<file path="src/rtl/pool2_stream_pkg.sv">
// Shared constants for the conv2 -> pool2 pipeline.
//   POOL_IN_W / POOL_IN_H : default conv2 feature-map size (both even)
//   POOL_DW               : default unsigned pixel width
//   NUM_LANES             : channels carried in parallel through pool2
//   cnt_w()               : counter width for a 0..n-1 counter, never below 2
//                           so that col[CW-1:1] is always a legal slice
package pool2_stream_pkg;

    localparam int POOL_IN_W = 8;
    localparam int POOL_IN_H = 8;
    localparam int POOL_DW   = 8;
    localparam int NUM_LANES = 3;

    function automatic int cnt_w(input int n);
        return (n > 2) ? $clog2(n) : 2;
    endfunction

endpackage

</file>
<file path="src/rtl/pool2_lane.sv">
// One channel of the 2x2 max pool.
//   clk, rst_n : clock, async active-low reset
//   in_valid   : pixel beat qualifier (shared across lanes)
//   col        : shared column counter value for this beat
//   row_odd    : parity of the shared row counter for this beat
//   pix        : this channel's input pixel
//   out_pix    : pooled result, updated one clock after the closing beat
//                of a 2x2 window and held otherwise
module pool2_lane
    import pool2_stream_pkg::*;
#(
    parameter  int IN_W = POOL_IN_W,
    parameter  int IN_H = POOL_IN_H,
    parameter  int DW   = POOL_DW,
    localparam int CW   = cnt_w(IN_W),
    localparam int BW   = CW - 1
) (
    input  logic          clk,
    input  logic          rst_n,
    input  logic          in_valid,
    input  logic [CW-1:0] col,
    input  logic          row_odd,
    input  logic [DW-1:0] pix,
    output logic [DW-1:0] out_pix
);

    logic [DW-1:0] hold;
    logic [DW-1:0] rowbuf [IN_W/2];
    logic [BW-1:0] idx;
    logic [DW-1:0] hmax;
    logic [DW-1:0] rb;

    // Pair index within the row: col>>1.
    assign idx  = col[CW-1:1];
    assign hmax = (hold > pix) ? hold : pix;
    assign rb   = rowbuf[idx];

    always_ff @(posedge clk or negedge rst_n) begin
        if (!rst_n) begin
            hold    <= '0;
            out_pix <= '0;
            for (int i = 0; i < IN_W/2; i++) rowbuf[i] <= '0;
        end else if (in_valid) begin
            if (!col[0])
                hold <= pix;
            else if (!row_odd)
                rowbuf[idx] <= hmax;       // top half of the window
            else
                out_pix <= (rb > hmax) ? rb : hmax;
        end
    end

endmodule

</file>
<file path="src/rtl/pool2_stream.sv">
// 2x2/stride-2 max pool over the 3-channel raster stream from conv2.
// No backpressure: every in_valid beat is consumed.
//   clk, rst_n          : clock, async active-low reset
//   in_valid            : one raster-order pixel per high cycle, gaps allowed
//   in_1, in_2, in_3    : channel pixels (unsigned)
//   out_valid           : single-cycle qualifier for out_1..out_3
//   out_1, out_2, out_3 : pooled pixels, held while out_valid is low
//   frame_done          : pulses with the last out_valid of each frame
module pool2_stream
    import pool2_stream_pkg::*;
#(
    parameter int IN_W = POOL_IN_W,
    parameter int IN_H = POOL_IN_H,
    parameter int DW   = POOL_DW
) (
    input  logic          clk,
    input  logic          rst_n,
    input  logic          in_valid,
    input  logic [DW-1:0] in_1,
    input  logic [DW-1:0] in_2,
    input  logic [DW-1:0] in_3,
    output logic          out_valid,
    output logic [DW-1:0] out_1,
    output logic [DW-1:0] out_2,
    output logic [DW-1:0] out_3,
    output logic          frame_done
);

    localparam int CW = cnt_w(IN_W);
    localparam int RW = cnt_w(IN_H);

    logic [CW-1:0] col;
    logic [RW-1:0] row;
    logic          col_last, row_last;

    logic [NUM_LANES-1:0][DW-1:0] in_pix;
    logic [NUM_LANES-1:0][DW-1:0] out_pix;

    assign col_last = (col == CW'(IN_W - 1));
    assign row_last = (row == RW'(IN_H - 1));

    // Shared counters; the last beat of a frame wraps both so the next
    // beat starts a new frame without an idle cycle.
    always_ff @(posedge clk or negedge rst_n) begin
        if (!rst_n) begin
            col        <= '0;
            row        <= '0;
            out_valid  <= 1'b0;
            frame_done <= 1'b0;
        end else begin
            out_valid  <= in_valid & col[0] & row[0];
            frame_done <= in_valid & col_last & row_last;
            if (in_valid) begin
                if (col_last) begin
                    col <= '0;
                    row <= row_last ? '0 : row + 1'b1;
                end else begin
                    col <= col + 1'b1;
                end
            end
        end
    end

    assign in_pix = {in_3, in_2, in_1};

    for (genvar g = 0; g < NUM_LANES; g++) begin : g_lane
        pool2_lane #(.IN_W(IN_W), .IN_H(IN_H), .DW(DW)) u_lane (
            .clk      (clk),
            .rst_n    (rst_n),
            .in_valid (in_valid),
            .col      (col),
            .row_odd  (row[0]),
            .pix      (in_pix[g]),
            .out_pix  (out_pix[g])
        );
    end

    assign out_1 = out_pix[0];
    assign out_2 = out_pix[1];
    assign out_3 = out_pix[2];

endmodule
</file>
<file path="config.mk">
export PLATFORM = sky130hd
export DESIGN_NAME = pool2_stream
export DESIGN_NICKNAME = d
export VERILOG_FILES = /design/src/rtl/pool2_stream_pkg.sv /design/src/rtl/pool2_lane.sv /design/src/rtl/pool2_stream.sv
export SDC_FILE = /design/constraint.sdc
export NUM_CORES = 1
export LEC_CHECK = 0
export CORE_MARGIN = 5
export CORE_UTILIZATION = 45
export CTS_BUF_LIST = sky130_fd_sc_hd__clkbuf_8
export DETAILED_ROUTE_END_ITERATION = 8
export DONT_BUFFER_PORTS = 1
export PLACE_DENSITY = 0.62
export SETUP_SLACK_MARGIN = 0.1
export SYNTH_ARGS = -nofsm -noshare
export SYNTH_HDL_FRONTEND = slang
export SYNTH_SLANG_ARGS = --single-unit
</file>
<file path="constraint.sdc">
create_clock -name clk -period 4.05 [get_ports clk]
set_input_delay 0.2025 -clock clk [delete_from_list [all_inputs] [get_ports clk]]
set_output_delay 0.2025 -clock clk [all_outputs]
set_load 0.02 [all_outputs]
</file>
==> results of run 1 <==
layout make-up:
type | instances | share of cell area (%)
timing repair buffer | 44 | 4.77
multi-input combinational | 564 | 43.9
inverter | 30 | 1.26
clock buffer | 22 | 3.38
tap | 229 | 3.20
sequential | 152 | 42.4
clock inverter | 10 | 1.03
stage by stage:
stage                     setup slack (ns)  util, %
after global placement               0.680     46.6
after CTS                            0.508     50.4
after floorplan                       1.01        -
after detailed placement             0.560     46.6
after global routing                 0.232     50.4
final                                0.487     50.4
state kept, by name (all words and copies together), names as in the netlist:
name / count
g_lane.u_lane.hold: 24
row: 3
g_lane.u_lane.rowbuf: 96
col: 3
out_valid: 1
g_lane.u_lane.out_pix: 24
frame_done: 1
where the power goes:
group	switching, mW	internal, mW	total [mW]
logic	1.81	1.34	3.15
registers	0.556	2.16	2.71
clock network	0.578	0.567	1.15
cells in the final DEF (no fill, tap or decap), types with 4 or more instances in the layout:
cell type / instances
nand2_1: 152
dfrtp_1: 152
o21ai_0: 94
ha_1: 52
o21ai_1: 32
a21oi_1: 31
inv_1: 30
nand3_1: 26
dlygate4sd3_1: 26
o211ai_1: 25
nor2_1: 24
mux4_2: 22
clkbuf_8: 22
nor3_1: 18
buf_4: 16
o221ai_2: 14
mux2i_1: 9
nand4_1: 8
mux2_2: 7
nor2b_1: 6
nand2b_1: 6
a21o_1: 5
nand4_4: 4
clkinvlp_4: 4
worst paths after layout:
kind | startpoint | end
setup / recovery | g_lane[1].u_lane.hold[7] | g_lane[1].u_lane.out_pix[5]
hold / removal | in_1[1] | g_lane[0].u_lane.rowbuf[1]
setup reg to reg | g_lane[1].u_lane.hold[7] | g_lane[1].u_lane.out_pix[5]
hold reg to reg | g_lane[2].u_lane.rowbuf[5] | g_lane[2].u_lane.rowbuf[5]
max in group asynchronous | rst_n | g_lane[0].u_lane.rowbuf[26]
min in group asynchronous | rst_n | g_lane[0].u_lane.rowbuf[20]
cell families after synthesis:
family	count (synthesis)	share of synthesized area [%]
simple gates	253	14.6
flops	152	47.3
mux	39	8.43
buf+inv	72	3.79
fa+ha+maj	52	8.08
compound gates	220	17.8
layer usage:
layer  global-route usage [%]  up-vias  share of wire, %
li1                         -     2872                 -
met1                     27.2     2955                46
met2                     31.5      162                47
met3                     4.66       31               6.0
met4                     5.50        0               1.3
met5                        0        -                 0
==> results.toml, run 1 <==
[logic_synthesis]
synth_area_leaders = "dfrtp_1 47%, ha_1 8.1%, nand2_1 7.1%, mux4_2 6.2%, o21ai_0 5.8%"
netlist_area_sq_mm = 0.00805
yosysTopAreaCellShare_pct = 47.3
yosys-top-cells-count = "152 x dfrtp_1, 152 x nand2_1, 94 x o21ai_0"
synth_ff_type = "dfrtp_1"
synth_edf_count = 0
syn_avg_cell_area_sq_um = 10.2
ys_async_sr_fraction_pct = 100
synth-seq-cells = 152
synth.distinct_cells = 43
syn_inst = 788
ys_seq_area_share_pct = 47.3
yosys_warnings = 0
synth_area_leader_cell = "dfrtp_1"
synth_nets = 867

[sta]
hold_viol = 0
slew_viol_final = 0
worst_hold_slack_ns = 0.112
setup_viol = 0
rsz0062_at_grt = "no"
fin_crit_sh_pct = 88.0
clock-skew-final_ns = 0.0138
min_period_ns = 3.56
slew_headroom_pct = 24.0
worst_slew_pin_slew_ns = 1.14
setup_tns_ns = 0
fmax_ghz = 0.281

[power_and_ir_drop]
ir_worst_vdd_v = 0.000302
power.density_mw_per_mm2 = 782
power_leakage_nw = 4.01
power.total_mw = 7.01

[route]
ant_nets = 0
drcViolationCount = 0
vias = 6020
vias_per_cell = 5.73
first_iter_violations = 559
wl_per_cell_um = 18.2
wl_mm = 19.1
drt_first_pass_iters = 5

[layout]
drive_gt1_share_pct = 14.1
antennaDiodeCount = 0
multi_input_area_sq_mm = 0.00394
postLayoutCellArea_sq_mm = 0.00897
seqCellArea_sq_mm = 0.00380
area_growth_pct = 11.4
finalNonFillerCells = 1051
final_nets = 888
nFillCells = 1630

[die]
dieWidth_um = 144
die_area_sq_mm = 0.0207
core_area_sq_mm = 0.0178
die_h_um = 144
start_util_pct = 45.3
rows = 49
pin_count = 53

[setup_path]
crit_cells = 11
start_kind = "flop"
reg2reg_setup_slack_ns = 0.49
max_stage_delay_ns = 0.63
crit_arrival_ns = 3.87
cpMostUsedCell = "ha_1"
cp_max_fo = 9
end_kind = "flop"
path_class = "flop to flop"
crit_required_ns = 4.35
cp.buffers_inverters = 0
crit_chain = "ha_1 -> a21oi_1 -> o21ai_0 -> o22ai_4 -> mux2i_1 -> ha_1 -> nand4_1 -> a21o_1 -> a31oi_2 -> nand2b_1 -> o211ai_1"
cp_slowest_cell = "mux2i_1"
crit_family = "compound AO/OA/AOI/OAI gates"
rr_worst_depth = 11

[clock_tree]
cts.clk_slew.worst_paths_ns = 0.09
clock-sinks = 152
clkLatencyLatePin_ns = 0.45
cts_resized = 0
h-tree-depth = 4
holdBufCountCts = 27
cts_tree = "done"
clockBufferDepth = 2
clockRootBuffer = "clkbuf_8"
numCtsBuffers = 17
post_cts_buffers = 0

[hold_path]
hp-class = "input pin to flop"
hold_depth = 2

[global_route]
antenna_found_initial = 0
grt_pass1_wl_mm = 32.1
grt_max_degree = 153
grt_use_total_pct = 19.8
grt_overflow = 0
grt_pass1_vias = 6142

[place]
port_buffers = 0
placed_cell_area_sq_mm = 0.00828
place_inst = 992
place_hpwl_mm = 13.0
routabilityCongestion = 0.839

[status]
status = "completed"

[job]
drv_cap = 0
Note: power is estimated with default switching activity, not from simulation.
==> run 2, diff against run 1 <==
--- a/config.mk
+++ b/config.mk
@@ -11,6 +11,7 @@
 export DETAILED_ROUTE_END_ITERATION = 8
 export DONT_BUFFER_PORTS = 1
 export PLACE_DENSITY = 0.62
+export RECOVER_POWER = 50
 export SETUP_SLACK_MARGIN = 0.1
 export SYNTH_ARGS = -nofsm -noshare
 export SYNTH_HDL_FRONTEND = slang
==> results.toml, run 2 (synthesized netlist as in run 1, its figures left out) <==
[setup_path]
cp_max_fo = 9
startpoint = "g_lane[1].u_lane.hold[7]"
crit_cells = 11
crit_end = "g_lane[1].u_lane.out_pix[5]"
path_class = "flop to flop"
cp.buffers_inverters = 0
r2r_start = "g_lane[1].u_lane.hold[7]"
max_stage_delay_ns = 0.63
rr_worst_depth = 11
reg2reg_setup_slack_ns = 0.49
crit_chain = "ha_1 -> a21oi_1 -> o21ai_0 -> o22ai_4 -> mux2i_1 -> ha_1 -> nand4_1 -> a21o_1 -> a31oi_2 -> nand2b_1 -> o211ai_1"
crit_required_ns = 4.35
cp_slowest_cell = "mux2i_1"
r2r-end = "g_lane[1].u_lane.out_pix[5]"
cpMostUsedCell = "ha_1"
crit_arrival_ns = 3.87
crit_family = "compound AO/OA/AOI/OAI gates"
start_kind = "flop"
end_kind = "flop"

[power_and_ir_drop]
p_seq_share_pct = 38.7
intPower_mw = 4.06
comb_power_share_pct = 44.9
swShare_pct = 42.0
power_leakage_nw = 4.00
power.density_mw_per_mm2 = 783
pwr-share-clk_pct = 16.4
switching_power_mw = 2.94
power.total_mw = 7.01
ir_worst_vdd_v = 0.000302

[layout]
top_register = "g_lane.u_lane.rowbuf"
postLayoutCellArea_sq_mm = 0.00895
finalCoreUtilization_pct = 50.3
seqCellArea_sq_mm = 0.00380
antennaDiodeCount = 0
final_nets = 888
multi_input_area_sq_mm = 0.00394
nFillCells = 1632
largest_reg_flops = 96
area_growth_pct = 11.1
drive_gt1_share_pct = 14.1
layout_common_cells = "152 x nand2_1, 152 x dfrtp_1, 94 x o21ai_0"
finalNonFillerCells = 1051
reg_top3 = "g_lane.u_lane.rowbuf (96), g_lane.u_lane.hold (24), g_lane.u_lane.out_pix (24)"

[sta]
timing.final.ws_setup_ns = 0.487
worst_slew_pin_slew_ns = 2.09
worst_hold_slack_ns = 0.112
min_period_ns = 3.56
slew_viol_final = 153
setup_tns_ns = 0
fmax_ghz = 0.281
slew_headroom_pct = -39.6
setup_viol = 0
clock-skew-final_ns = 0.0138
hold_viol = 0
fin_crit_sh_pct = 88.0
rsz0062_at_grt = "no"

[die]
rows = 49
dieWidth_um = 144
die_area_sq_mm = 0.0207
pin_count = 53
die_h_um = 144
start_util_pct = 45.3
core_area_sq_mm = 0.0178

[route]
wl_mm = 19.1
vias = 6019
vias_per_cell = 5.73
ant_nets = 0
drcViolationCount = 0
wl_per_cell_um = 18.2
first_iter_violations = 559
drt_first_pass_iters = 5

[global_route]
antenna_found_initial = 0
grt_pass1_vias = 6142
grt_max_degree = 153
grt_use_total_pct = 19.8
grt_pass1_wl_mm = 32.1
grt_overflow = 0

[job]
drv_cap = 1

[place]
place_hpwl_mm = 13.0
routabilityCongestion = 0.839
placed_cell_area_sq_mm = 0.00828
port_buffers = 0
preCtsSetupSlack_ns = 0.560
place_inst = 992

[clock_tree]
holdBufCountCts = 27
clockRootBuffer = "clkbuf_8"
post_cts_buffers = 0
clock-sinks = 152
cts_tree = "done"
cts_resized = 0
clkLatencyLatePin_ns = 0.45
clockBufferDepth = 2
numCtsBuffers = 17
cts.clk_slew.worst_paths_ns = 0.09
h-tree-depth = 4

[hold_path]
min_from = "in_1[1]"
hp-class = "input pin to flop"

[status]
status = "finished, violations left"
violations = "max-capacitance violations, max-slew violations"
run 2: cell count changes in the layout (fill, tap and decap cells not counted):
| cell | previous run | this run |
|---|---|---|
| clkbuf_4 | 0 | 1 |
| buf_16 | 1 | 0 |
run 2: worst min-delay path by stage:
stage	slack, ns	cells after the start	endpoint
2_1_floorplan	-0.09	0	col[0]
3_3_place_gp	-0.08	0	g_lane[0].u_lane.out_pix[3]
3_5_place_dp	-0.08	0	frame_done
4_1_cts	0.09	2	g_lane[2].u_lane.rowbuf[9]
5_1_grt	0.11	2	g_lane[0].u_lane.rowbuf[25]
6_report	0.11	2	g_lane[0].u_lane.rowbuf[1]
run 2: cell type report:
cell class	count	share of cell area, %
Multi-Input combinational cell	564	44.0
Sequential cell	152	42.5
Timing Repair Buffer	44	4.56
Clock buffer	22	3.38
Tap cell	229	3.20
Inverter	30	1.26
Clock inverter	10	1.03
run 2: layer usage:
metal / GRT usage, % / vias to the layer above / wire (um)
met5: 0 / - / 0
met4: 5.50 / 0 / 244
met3: 4.66 / 31 / 1140
met2: 31.5 / 162 / 8970
met1: 27.2 / 2954 / 8750
li1: - / 2872 / -
run 2: worst register-to-register path, stage by stage, from the launching register on:
cell      delay [ns]
dfrtp_1         0.41
ha_1            0.32
a21oi_1         0.16
o21ai_0         0.15
o22ai_4         0.37
mux2i_1         0.63
ha_1            0.27
nand4_1         0.14
a21o_1          0.20
a31oi_2         0.32
nand2b_1        0.32
o211ai_1        0.12
run 2: power by group through the flow:
stage / Combinational (mW) / Clock (mW) / Sequential [mW]
final: 3.15 / 1.15 / 2.71
after global routing: 3.55 / 1.24 / 2.80
after CTS: 3.16 / 1.17 / 2.72
after global placement: 2.97 / 0 / 2.71
after detailed placement: 3.09 / 0 / 2.75
after floorplan: 2.42 / 0 / 2.60
